[src/rtl/fifo_burst_reader_if.sv]
// Read-engine bundle: burst request channel, async-fifo read port and output word stream.
// master = burst engine side, slave = environment (requester, fifo, downstream sink).
interface fifo_burst_reader_if #(
   parameter int WORDSIZE = 8,
   parameter int LENW     = 8
) ();
   logic                req_valid;
   logic [LENW-1:0]     req_len;
   logic                req_ready;
   logic                fifo_empty;
   logic [WORDSIZE-1:0] fifo_rdata;
   logic                fifo_rd;
   logic                m_valid;
   logic                m_ready;
   logic [WORDSIZE-1:0] m_data;
   logic                m_last;

   modport master (
      input  req_valid, req_len, fifo_empty, fifo_rdata, m_ready,
      output req_ready, fifo_rd, m_valid, m_data, m_last
   );

   modport slave (
      output req_valid, req_len, fifo_empty, fifo_rdata, m_ready,
      input  req_ready, fifo_rd, m_valid, m_data, m_last
   );
endinterface

[src/rtl/fifo_burst_reader.sv]
// Read-side burst engine for the async fifo: pops N words into a 2-entry skid buffer feeding a valid/ready stream.
// Optional empty-stall abort is compiled in with FIFO_RD_TIMEOUT_EN.
module fifo_burst_reader #(
   parameter int WORDSIZE = 8,
   parameter int LENW     = 8,
   parameter int TIMEOUT  = 64
) (
   input  logic                 rclk,
   input  logic                 rst,
   fifo_burst_reader_if.master  bus,
   output logic                 done,
   output logic                 done_err,
   output logic [15:0]          words_rd
);

   typedef enum logic [1:0] {IDLE, READ, FLUSH, DONE} state_t;

   state_t              state;
   logic [LENW-1:0]     remaining;
   logic                req_ready_q;
   logic                done_q;

   logic [1:0]          buf_cnt;
   logic                wr_ptr;
   logic                rd_ptr;
   logic [WORDSIZE-1:0] buf_data [2];
   logic                buf_last [2];

   logic                req_acc;
   logic                pop;
   logic                xfer;
   logic                buf_drained;
   logic                abort;

   assign req_acc = bus.req_valid && req_ready_q;
   assign xfer    = (buf_cnt != 2'd0) && bus.m_ready;

   // A full buffer may still pop when its head leaves on the same edge.
   assign pop = (state == READ) && !bus.fifo_empty && (remaining != '0) &&
                ((buf_cnt < 2'd2) || ((buf_cnt == 2'd2) && bus.m_ready));

   assign buf_drained = (buf_cnt == 2'd0) || ((buf_cnt == 2'd1) && xfer);

   assign bus.req_ready = req_ready_q;
   assign bus.fifo_rd   = pop;
   assign bus.m_valid   = (buf_cnt != 2'd0);
   assign bus.m_data    = (buf_cnt != 2'd0) ? buf_data[rd_ptr] : '0;
   assign bus.m_last    = (buf_cnt != 2'd0) ? buf_last[rd_ptr] : 1'b0;
   assign done          = done_q;

   always_ff @(posedge rclk or negedge rst) begin
      if (!rst) begin
         state       <= IDLE;
         remaining   <= '0;
         req_ready_q <= 1'b1;
         done_q      <= 1'b0;
      end else begin
         done_q <= 1'b0;
         case (state)
            IDLE: begin
               if (req_acc) begin
                  remaining   <= bus.req_len;
                  req_ready_q <= 1'b0;
                  if (bus.req_len == '0) begin
                     state  <= DONE;
                     done_q <= 1'b1;
                  end else begin
                     state <= READ;
                  end
               end
            end
            READ: begin
               if (abort) begin
                  remaining <= '0;
                  state     <= FLUSH;
               end else if (pop) begin
                  remaining <= remaining - LENW'(1);
                  if (remaining == LENW'(1)) state <= FLUSH;
               end
            end
            // Leave FLUSH on the edge the last buffered word is accepted so done follows it directly.
            FLUSH: begin
               if (buf_drained) begin
                  state  <= DONE;
                  done_q <= 1'b1;
               end
            end
            DONE: begin
               state       <= IDLE;
               req_ready_q <= 1'b1;
            end
            default: begin
               state       <= IDLE;
               req_ready_q <= 1'b1;
            end
         endcase
      end
   end

   always_ff @(posedge rclk or negedge rst) begin
      if (!rst) begin
         buf_cnt  <= 2'd0;
         wr_ptr   <= 1'b0;
         rd_ptr   <= 1'b0;
         words_rd <= 16'd0;
      end else begin
         if (pop) begin
            wr_ptr   <= ~wr_ptr;
            words_rd <= words_rd + 16'd1;
         end
         if (xfer) rd_ptr <= ~rd_ptr;
         case ({pop, xfer})
            2'b10:   buf_cnt <= buf_cnt + 2'd1;
            2'b01:   buf_cnt <= buf_cnt - 2'd1;
            default: buf_cnt <= buf_cnt;
         endcase
      end
   end

   // Buffer storage is plain data; occupancy and pointers alone say what is valid.
   always_ff @(posedge rclk) begin
      if (pop) begin
         buf_data[wr_ptr] <= bus.fifo_rdata;
         buf_last[wr_ptr] <= (remaining == LENW'(1));
      end
   end

`ifdef FIFO_RD_TIMEOUT_EN
   localparam int STALL_W = $clog2(TIMEOUT + 1);

   logic [STALL_W-1:0] stall_cnt;
   logic               err_q;

   assign abort = (state == READ) && bus.fifo_empty &&
                  (stall_cnt == STALL_W'(TIMEOUT - 1));

   always_ff @(posedge rclk or negedge rst) begin
      if (!rst) begin
         stall_cnt <= '0;
         err_q     <= 1'b0;
      end else begin
         if ((state != READ) || pop || abort) begin
            stall_cnt <= '0;
         end else if (bus.fifo_empty) begin
            stall_cnt <= stall_cnt + STALL_W'(1);
         end
         if (abort) begin
            err_q <= 1'b1;
         end else if (req_acc) begin
            err_q <= 1'b0;
         end
      end
   end

   assign done_err = done_q & err_q;
`else
   // Without the stall limit a burst can only end normally; TIMEOUT has no effect here.
   localparam bit TIMEOUT_SET = (TIMEOUT != 0);

   assign abort    = 1'b0;
   assign done_err = done_q & TIMEOUT_SET & 1'b0;
`endif

endmodule

[src/flat_wrapper.sv]
// flat-port wrapper written by rule: the top's interface ports become plain ports
module fifo_burst_reader_flat 
#(
   parameter int WORDSIZE = 8,
   parameter int LENW     = 8,
   parameter int TIMEOUT  = 64
)
  (rclk, rst, done, done_err, words_rd, bus_req_valid, bus_req_len, bus_fifo_empty, bus_fifo_rdata, bus_m_ready, bus_req_ready, bus_fifo_rd, bus_m_valid, bus_m_data, bus_m_last);
  fifo_burst_reader_if #(.WORDSIZE(WORDSIZE), .LENW(LENW)) bus_i ();
  input  logic rclk;
  input  logic rst;
  output logic done;
  output logic done_err;
  output logic [15:0] words_rd;
  input wire logic [$bits(bus_i.req_valid)-1:0] bus_req_valid;
  input wire logic [$bits(bus_i.req_len)-1:0] bus_req_len;
  input wire logic [$bits(bus_i.fifo_empty)-1:0] bus_fifo_empty;
  input wire logic [$bits(bus_i.fifo_rdata)-1:0] bus_fifo_rdata;
  input wire logic [$bits(bus_i.m_ready)-1:0] bus_m_ready;
  output wire logic [$bits(bus_i.req_ready)-1:0] bus_req_ready;
  output wire logic [$bits(bus_i.fifo_rd)-1:0] bus_fifo_rd;
  output wire logic [$bits(bus_i.m_valid)-1:0] bus_m_valid;
  output wire logic [$bits(bus_i.m_data)-1:0] bus_m_data;
  output wire logic [$bits(bus_i.m_last)-1:0] bus_m_last;
  assign bus_i.req_valid = bus_req_valid;
  assign bus_i.req_len = bus_req_len;
  assign bus_i.fifo_empty = bus_fifo_empty;
  assign bus_i.fifo_rdata = bus_fifo_rdata;
  assign bus_i.m_ready = bus_m_ready;
  assign bus_req_ready = bus_i.req_ready;
  assign bus_fifo_rd = bus_i.fifo_rd;
  assign bus_m_valid = bus_i.m_valid;
  assign bus_m_data = bus_i.m_data;
  assign bus_m_last = bus_i.m_last;
  fifo_burst_reader #(.WORDSIZE(WORDSIZE), .LENW(LENW), .TIMEOUT(TIMEOUT)) u_core (.rclk(rclk), .rst(rst), .bus(bus_i), .done(done), .done_err(done_err), .words_rd(words_rd));
endmodule
[config.mk]
export PLATFORM = sky130hd
export DESIGN_NAME = fifo_burst_reader_flat
export DESIGN_NICKNAME = d
export VERILOG_FILES = /design/src/rtl/fifo_burst_reader_if.sv /design/src/rtl/fifo_burst_reader.sv /design/src/flat_wrapper.sv
export SDC_FILE = /design/constraint.sdc
export NUM_CORES = 1
export LEC_CHECK = 0
export ABC_AREA = 1
export CORE_UTILIZATION = 35
export DETAILED_ROUTE_END_ITERATION = 16
export GPL_ROUTABILITY_DRIVEN = 1
export GPL_TIMING_DRIVEN = 1
export PLACE_DENSITY = 0.68
export SYNTH_ARGS = -nofsm -noshare
export SYNTH_HDL_FRONTEND = slang
export SYNTH_SLANG_ARGS = --single-unit
export TNS_END_PERCENT = 5
[constraint.sdc]
create_clock -name rclk -period 5.8 [get_ports rclk]
set_input_delay 1.16 -clock rclk [delete_from_list [all_inputs] [get_ports rclk]]
set_output_delay 1.16 -clock rclk [all_outputs]
set_load 0.02 [all_outputs]
* Yosys cells after proc, flatten, opt, wreduce, memory -nomap -nowiden
Memories as Yosys holds them, arrays and structs flattened.
Index checks and enable logic that the tools add are counted.
** Cells by class
- Add/subtract/negate cells :: 4
- Magnitude comparators :: 1
- Equality and inequality tests :: 12
- Multiplexer cells :: 20
- Bitwise operators :: 2
- Reduce and logical (&&, ||, !) cells :: 21
** Operators by type and width (number)
- 2-to-1 mux 8 bit :: 3
- adder 16 x 1 -> 16 bit, second input constant :: 1
- one-hot mux 8 bit (2 select lines) :: 1
- 2-to-1 mux 2 bit :: 5
- equality test 2 bit, second input constant :: 4
- equality test 8 x 1 -> 1 bit, second input constant :: 1
- logical NOT 8 bit :: 1
- one-hot mux 2 bit (4 select lines) :: 1
- nonzero test 2 bit :: 4
- nonzero test 8 bit :: 1
- subtractor 8 x 1 -> 8 bit, second input constant :: 1
- logical AND 1 bit :: 7
- 2-to-1 mux 1 bit :: 7
- equality test 2 x 1 -> 1 bit, second input constant :: 3
- inequality test 2 x 1 -> 1 bit, second input constant :: 3
- logical NOT 2 bit :: 2
- one-hot mux 1 bit (2 select lines) :: 2
- one-hot mux 2 bit (2 select lines) :: 1
- AND reduction 4 bit :: 1
- AND reduction 3 bit :: 1
- adder 2 x 1 -> 2 bit, second input constant :: 1
- logical OR 1 bit :: 2
- less-than comparator 2 bit, second input constant :: 1
- inequality test 2 bit, second input constant :: 1
- 4 further kinds :: 5
** Word-level totals
- Register bits :: 32
- Bits in writable memories :: 18
- Word-level logic and storage cells :: 70
- Memories :: 2
** Memories
- u_core.buf_data :: depth 2, bits a word 8, rd ports 1, clocked after memory_dff 0, write ports 1, line fifo_burst_reader.sv:26 : logic [WORDSIZE-1:0] buf_data [2];
- u_core.buf_last :: depth 2, bits a word 1, rd ports 1, clocked after memory_dff 0, write ports 1, line fifo_burst_reader.sv:27 : logic buf_last [2];

* Logic depth before layout (Yosys ltp)
- Word-level depth :: 6
- Depth in mapped cells :: 11

* Worst setup path before layout
No wires, ideal clock.
- Kind :: input-to-output
- From :: input port bus_fifo_empty
- To :: output port bus_fifo_rd
- Arrival time :: 1.788 ns
- Setup slack :: 2.852 ns
- Stages on the path :: 6
- Path through :: inv_1 nand2_1 a21oi_1 nand2_4 inv_1 buf_4
** Between the ends
- Longest elaborated chain between the ends :: 4
** RTL lines
- start, declared :: line flat_wrapper.sv:17 : input wire logic [$bits(bus_i.fifo_empty)-1:0] bus_fifo_empty;
- logical NOT 1 bit :: line fifo_burst_reader.sv:39 : assign pop = (state == READ) && !bus.fifo_empty && (remaining != '0) &&
- logical AND 1 bit (3 in a row) :: line fifo_burst_reader.sv:39
- end, declared :: line flat_wrapper.sv:21 : output wire logic [$bits(bus_i.fifo_rd)-1:0] bus_fifo_rd;
No other way between the ends.

* Final worst setup path
- From :: input port bus_m_ready
- To :: output port bus_fifo_rd
** Between the ends
- Longest elaborated chain between the ends :: 3
** RTL lines
- start, declared :: line flat_wrapper.sv:19 : input wire logic [$bits(bus_i.m_ready)-1:0] bus_m_ready;
- logical AND 1 bit :: line fifo_burst_reader.sv:40 : ((buf_cnt < 2'd2) || ((buf_cnt == 2'd2) && bus.m_ready));
- logical OR 1 bit :: line fifo_burst_reader.sv:40
- logical AND 1 bit :: line fifo_burst_reader.sv:39
No other way between the ends.

==> flow_summary.json <==
{
  "peakVddDrop_uv": 166.6,
  "wl_per_cell_um": 11.21,
  "syn2layout_area_growth_pct": 23.30,
  "min_path_cells": 2,
  "p_leak_nw": 1.588,
  "path_class": "input port to output pin",
  "grt_overflow": 0,
  "period_share_pct": 72.81,
  "portBuffers": 49,
  "drtPass1Iterations": 4,
  "r2r_cells": 6,
  "cts_max_level": 2,
  "fillers": 764,
  "critical_path.top_delay_family": "buffers and inverters",
  "synth_fp_nets": 376,
  "die_height_um": 91.59,
  "grt_first_pass_wirelength_mm": 9.729,
  "grt_max_degree": 33,
  "synth_cells": 342,
  "final_layout_size_suffix_gt1_share_pct": 6.616,
  "crit_path_top_delay_cell": "clkdlybuf4s50_1",
  "wirelength_mm": 5.547,
  "fin_hold_ws_ns": 0.4931,
  "cts.clk_slew.worst_paths_ns": 0.10,
  "ys_seq_area_share_pct": 47.80,
  "ant_nets": 0,
  "holdBufCountCts": 0,
  "use_met2_pct": 23.06,
  "setup_viol": 0,
  "drv_slew": 0,
  "hold_violations": 0,
  "cts_tree": "built",
  "crit_chain": "clkdlybuf4s50_1 > nand2_1 > a21oi_1 > nand2_4 > inv_1 > clkdlybuf4s50_1",
  "rsz0062_at_grt": "no",
  "synth.distinct_cells": 32,
  "regToRegEndpoint": "u_core.buf_data[1][7]$_DFFE_PP_",
  "dpl.hpwl_mm": 4.262,
  "gp_congestion": 0.8724,
  "post_cts_buffers": 0,
  "slew_headroom_pct": 44.40,
  "r2r_start": "u_core.state[1]$_DFFE_PN0P_",
  "route.vias.total": 2251,
  "path_common_cell": "clkdlybuf4s50_1",
  "skew_ns": 0.01104,
  "num_rows": 32,
  "grt_use_met3_pct": 2.596,
  "tightestPinTransition_ns": 0.8309,
  "end_kind": "output pin",
  "rrSetupSlack_ns": 3.27,
  "required_ns": 4.64,
  "crit_arrival_ns": 3.06,
  "cts_root_buf": "clkbuf_8",
  "cts-resized-gates": 0,
  "final_cell_area_um2": 3463,
  "cp-start-kind": "input port",
  "cp_num_buf_inv": 3,
  "syn_area_um2": 2809,
  "dieArea_um2": 8388,
  "power.density_nw_per_um2": 446.2,
  "diodes": 0,
  "utilization_pct": 44.82,
  "remaining_drc_errors": 0,
  "ys_ff_latch": 50,
  "avgViaCountPerCell": 4.547,
  "pre_cts_slack_ns": 1.549,
  "hold_start": "u_core.bus.req_ready$_DFFE_PN1P_",
  "grt-busiest-layer": "met2",
  "cts_buffers": 5,
  "dr.first_iter.drc_count": 85,
  "cp_max_fo": 18,
  "place_area_um2": 3373,
  "grtUsageTotal_pct": 14.41,
  "use_met1_pct": 20.28,
  "ios": 51,
  "syn_area_per_cell_um2": 8.213,
  "antenna_found_initial": 0,
  "hold_path.class": "register to register",
  "outcome": "finished clean",
  "worst_path_largest_cell_delay_ns": 0.66,
  "initial_utilization_pct": 36.35,
  "clkSinkCount": 50,
  "grt_pass1_vias": 2103,
  "fmax_mhz": 236.8,
  "die_width_um": 91.59,
  "hold_end": "u_core.bus.req_ready$_DFFE_PN1P_",
  "clk_latency_ns": 0.30,
  "maxCapViolCount": 0,
  "finalWorstSetupSlack_ns": 1.577,
  "min_period_ns": 4.223,
  "ys_warn_count": 0,
  "setup_tns_ns": 0,
  "clock_path_buffers": 2,
  "placeableCoreArea_um2": 7727,
  "nNetsFinal": 426
}
registers in the layout, summed over array words and instances, names as in the netlist:
signal,flops
u_core.bus.req_ready,1
u_core.done,1
u_core.rd_ptr,1
u_core.buf_cnt,2
u_core.buf_last,2
u_core.words_rd,16
u_core.buf_data,16
u_core.state,2
u_core.remaining,8
u_core.wr_ptr,1
stage by stage:
step           cells  power, mW
3_5_place_dp     487      1.361
4_1_cts          495      1.564
6_report         495      1.545
2_1_floorplan    342      1.118
5_1_grt          495      1.692
3_3_place_gp     487      1.343
how the worst max path moves through the flow:
| stage | from | endpoint | slack, ns | cells past startpoint |
|---|---|---|---|---|
| floorplan | bus_fifo_empty | bus_fifo_rd | 2.85 | 6 |
| global placement | bus_m_ready | bus_fifo_rd | 1.59 | 6 |
| detailed placement | bus_m_ready | bus_fifo_rd | 1.55 | 6 |
| CTS | bus_m_ready | bus_fifo_rd | 1.55 | 6 |
| global route | bus_m_ready | bus_fifo_rd | 1.43 | 6 |
| finish | bus_m_ready | bus_fifo_rd | 1.58 | 6 |
final cells by class:
class,count,area [um2],share of cell area (%)
repair buffers,50,498.0,14.38
flip-flops and latches,50,1343,38.76
inverters,40,150.1,4.335
clock buffers,5,68.82,1.987
clock inverters,3,21.27,0.6142
multi-input cells,245,1255,36.24
well taps,102,127.6,3.685
tightest hold or removal path: stages, from the launching register on:
cell and delay (ns):
dfstp_2 0.39, o21ai_0 0.07, nand2_1 0.05
layer usage:
layer	share of wire, %	up-vias
met5	0	-
met4	0.29	0
met3	5.0	2
met2	46	59
met1	49	1016
li1	-	1174
cells by family (layout without fill, tap and decap cells):
family                   Yosys count  after routing  share of synthesized area, %
AO/OA/AOI/OAI                     24             24                         4.900
XOR/XNOR                          13             13                         4.053
adder cells (fa/ha/maj)           13             13                         5.791
buffers and inverters             47             98                         7.528
flip-flops                        50             50                         47.80
multiplexers                       2              2                        0.7127
other                              1              1                        0.1335
AND/OR/NAND/NOR                  192            192                         29.09
cells in the mapped netlist (all sizes together):
| library cell | count | area, um2 |
|---|---|---|
| mux2i | 2 | 20.02 |
| xor2 | 10 | 87.58 |
| buf | 3 | 26.27 |
| nor3 | 7 | 45.04 |
| nor2 | 55 | 224.0 |
| edfxtp | 18 | 540.5 |
| a21oi | 1 | 5.000 |
| conb | 1 | 3.750 |
| nand2 | 109 | 431.7 |
| o21ai | 21 | 116.4 |
| xnor2 | 3 | 26.28 |
| dfrtp | 31 | 775.7 |
| nand3b | 1 | 7.510 |
| nand3 | 17 | 90.09 |
| ha | 13 | 162.7 |
| inv | 38 | 142.6 |
| clkbuf | 4 | 35.04 |
| clkinv | 2 | 7.510 |
| a21boi | 1 | 7.510 |
| dfstp | 1 | 26.28 |
| nand4 | 3 | 18.77 |
| o41ai | 1 | 8.760 |
power by group:
part	total, mW	internal (mW)	switching, mW
clock	0.200	0.0849	0.115
combinational	0.798	0.318	0.479
sequential	0.548	0.459	0.0884
total	1.55	0.862	0.683
cells in the final DEF, fill, tap and decap left out, drive strengths merged, types with 2 or more instances in the layout:
master         synthesis  routed
xor2                  10      10
nand2                109     109
clkbuf                 4       5
ha                    13      13
nor3                   7       7
mux2i                  2       2
nor2                  55      55
clkinv                 2       4
o21ai                 21      21
nand3                 17      17
xnor2                  3       3
inv                   38      38
clkdlybuf4s50          0      49
nand4                  3       3
edfxtp                18      18
dfrtp                 31      31
Note: power is estimated with default switching activity, not from simulation.
==> edit (same settings) <==
`LENW` is set to 8 in 3 places; all go to 16.
--- a/src/rtl/fifo_burst_reader_if.sv
+++ b/src/rtl/fifo_burst_reader_if.sv
@@ -4,3 +4,3 @@
    parameter int WORDSIZE = 8,
-   parameter int LENW     = 8
+   parameter int LENW     = 16
 ) ();
--- a/src/rtl/fifo_burst_reader.sv
+++ b/src/rtl/fifo_burst_reader.sv
@@ -4,3 +4,3 @@
    parameter int WORDSIZE = 8,
-   parameter int LENW     = 8,
+   parameter int LENW     = 16,
    parameter int TIMEOUT  = 64
--- a/src/flat_wrapper.sv
+++ b/src/flat_wrapper.sv
@@ -4,3 +4,3 @@
    parameter int WORDSIZE = 8,
-   parameter int LENW     = 8,
+   parameter int LENW     = 16,
    parameter int TIMEOUT  = 64
Ports: changed (resized bus_req_len); port bits go from 51 to 59. No check against the original RTL was run, so the function may have changed too.
==> edit against the original RTL <==
  * Combinational power rose by 21%
  * Non-clock buffer count up 7
  * Maximum frequency decreased by 3.3%
  * Sequential cell count grew 8
  * Synthesized area up 19%
  * Power rose by 33%
  * Worst setup slack worse by 0.14 ns
  * Routed wire length increased by 38%
  * Design area is 22% higher
  * Sequential share of layout area is 2.2 points lower
  * Synthesized cell count grew 30%
==> edit: results (changes against the original RTL) <==
outcome:
  status: "completed"
sta:
  finalHoldWorstSlack_ns: 0.502  # +0.00863 ns
  tightest_slew_ns: 0.946  # +0.115 ns
  skew_ns: 0.00827  # -0.00277 ns
setup_path:
  cpPeakStageDelay_ns: 0.64  # -0.02 ns
  cp.arrival_ns: 3.20  # +0.14 ns
  startpoint: "u_core.state[1]"
  r2r_cells: 7  # +1
drt:
  wl_met2_um: 3590  # +41%
  viasPerCell: 4.62  # +1.6%
  wl_met3_um: 308  # +10%
  drtIter0Drc: 206  # +140%
global_route:
  grtUsageTotal: 0.169  # +0.0245
  grtUsageMet3: 0.0279  # +0.00189
  met1_usage: 0.222  # +0.0191
clock_tree:
  clock_latency_ns: 0.34  # +0.04 ns
  cts.clk_slew.worst_paths_ns: 0.08  # -0.02 ns
  cts.sinks: 58  # +16%
synthesis:
  synthCells: 444  # +30%
  async_flop_share: 0.690  # +0.0497
  netlist_top_cells_area: "dfrtp_1 (29%), nand2_1 (18%), edfxtp_1 (16%)"
  yosysUniqueCellTypes: 30  # -6.3%
placed_design:
  placedCellCount: 619  # +27%
  io_buffer_count: 57  # +16%
  dp_hpwl_um: 5410  # +27%
  gp_congestion: 0.872  # -0.10%
layout:
  final_layout_size_suffix_gt1_frac: 0.0514  # -0.0148
  seq_share: 0.365  # -0.0222
  clk_share: 0.0533  # +0.0273
  reg_top3: "u_core.buf_data: 16 flops, u_core.remaining: 16 flops, u_core.words_rd: 16 flops"
  clock_buffers: 9  # +4
power_and_ir_drop:
  vdd_ir_drop_max_mv: 0.219  # +32%
  clockPowerShare: 0.207  # +0.078
edit: changes by cell type in the layout (fill, tap and decap cells not counted), sizes merged, moves of 3 or more:
cell / unedited run / this run
clkbuf: 5 / 9
nor3: 7 / 4
inv: 38 / 41
xnor2: 3 / 8
o21ai: 21 / 29
nor2: 55 / 76
clkdlybuf4s50: 49 / 56
nand2: 109 / 159
nand3: 17 / 29
dfrtp: 31 / 39
edit: cell families (layout without fill, tap and decap cells):
| group | Yosys count | after routing | synth area share |
|---|---|---|---|
| other | 1 | 1 | 0.00112 |
| and+or+nand+nor | 273 | 273 | 0.329 |
| buffers and inverters | 51 | 113 | 0.0677 |
| xor gates and xnor gates | 17 | 17 | 0.0445 |
| AOI/OAI and AO/OA | 33 | 33 | 0.0550 |
| DFF | 58 | 58 | 0.461 |
| adders and majority gates | 11 | 11 | 0.0411 |
edit: through the flow:
stage               setup slack (ns)  area, um^2
floorplan                       2.81        3350
global placement                1.63        4000
detailed placement              1.61        4000
CTS                             1.41        4220
global route                    1.18        4220
finish                          1.44        4220
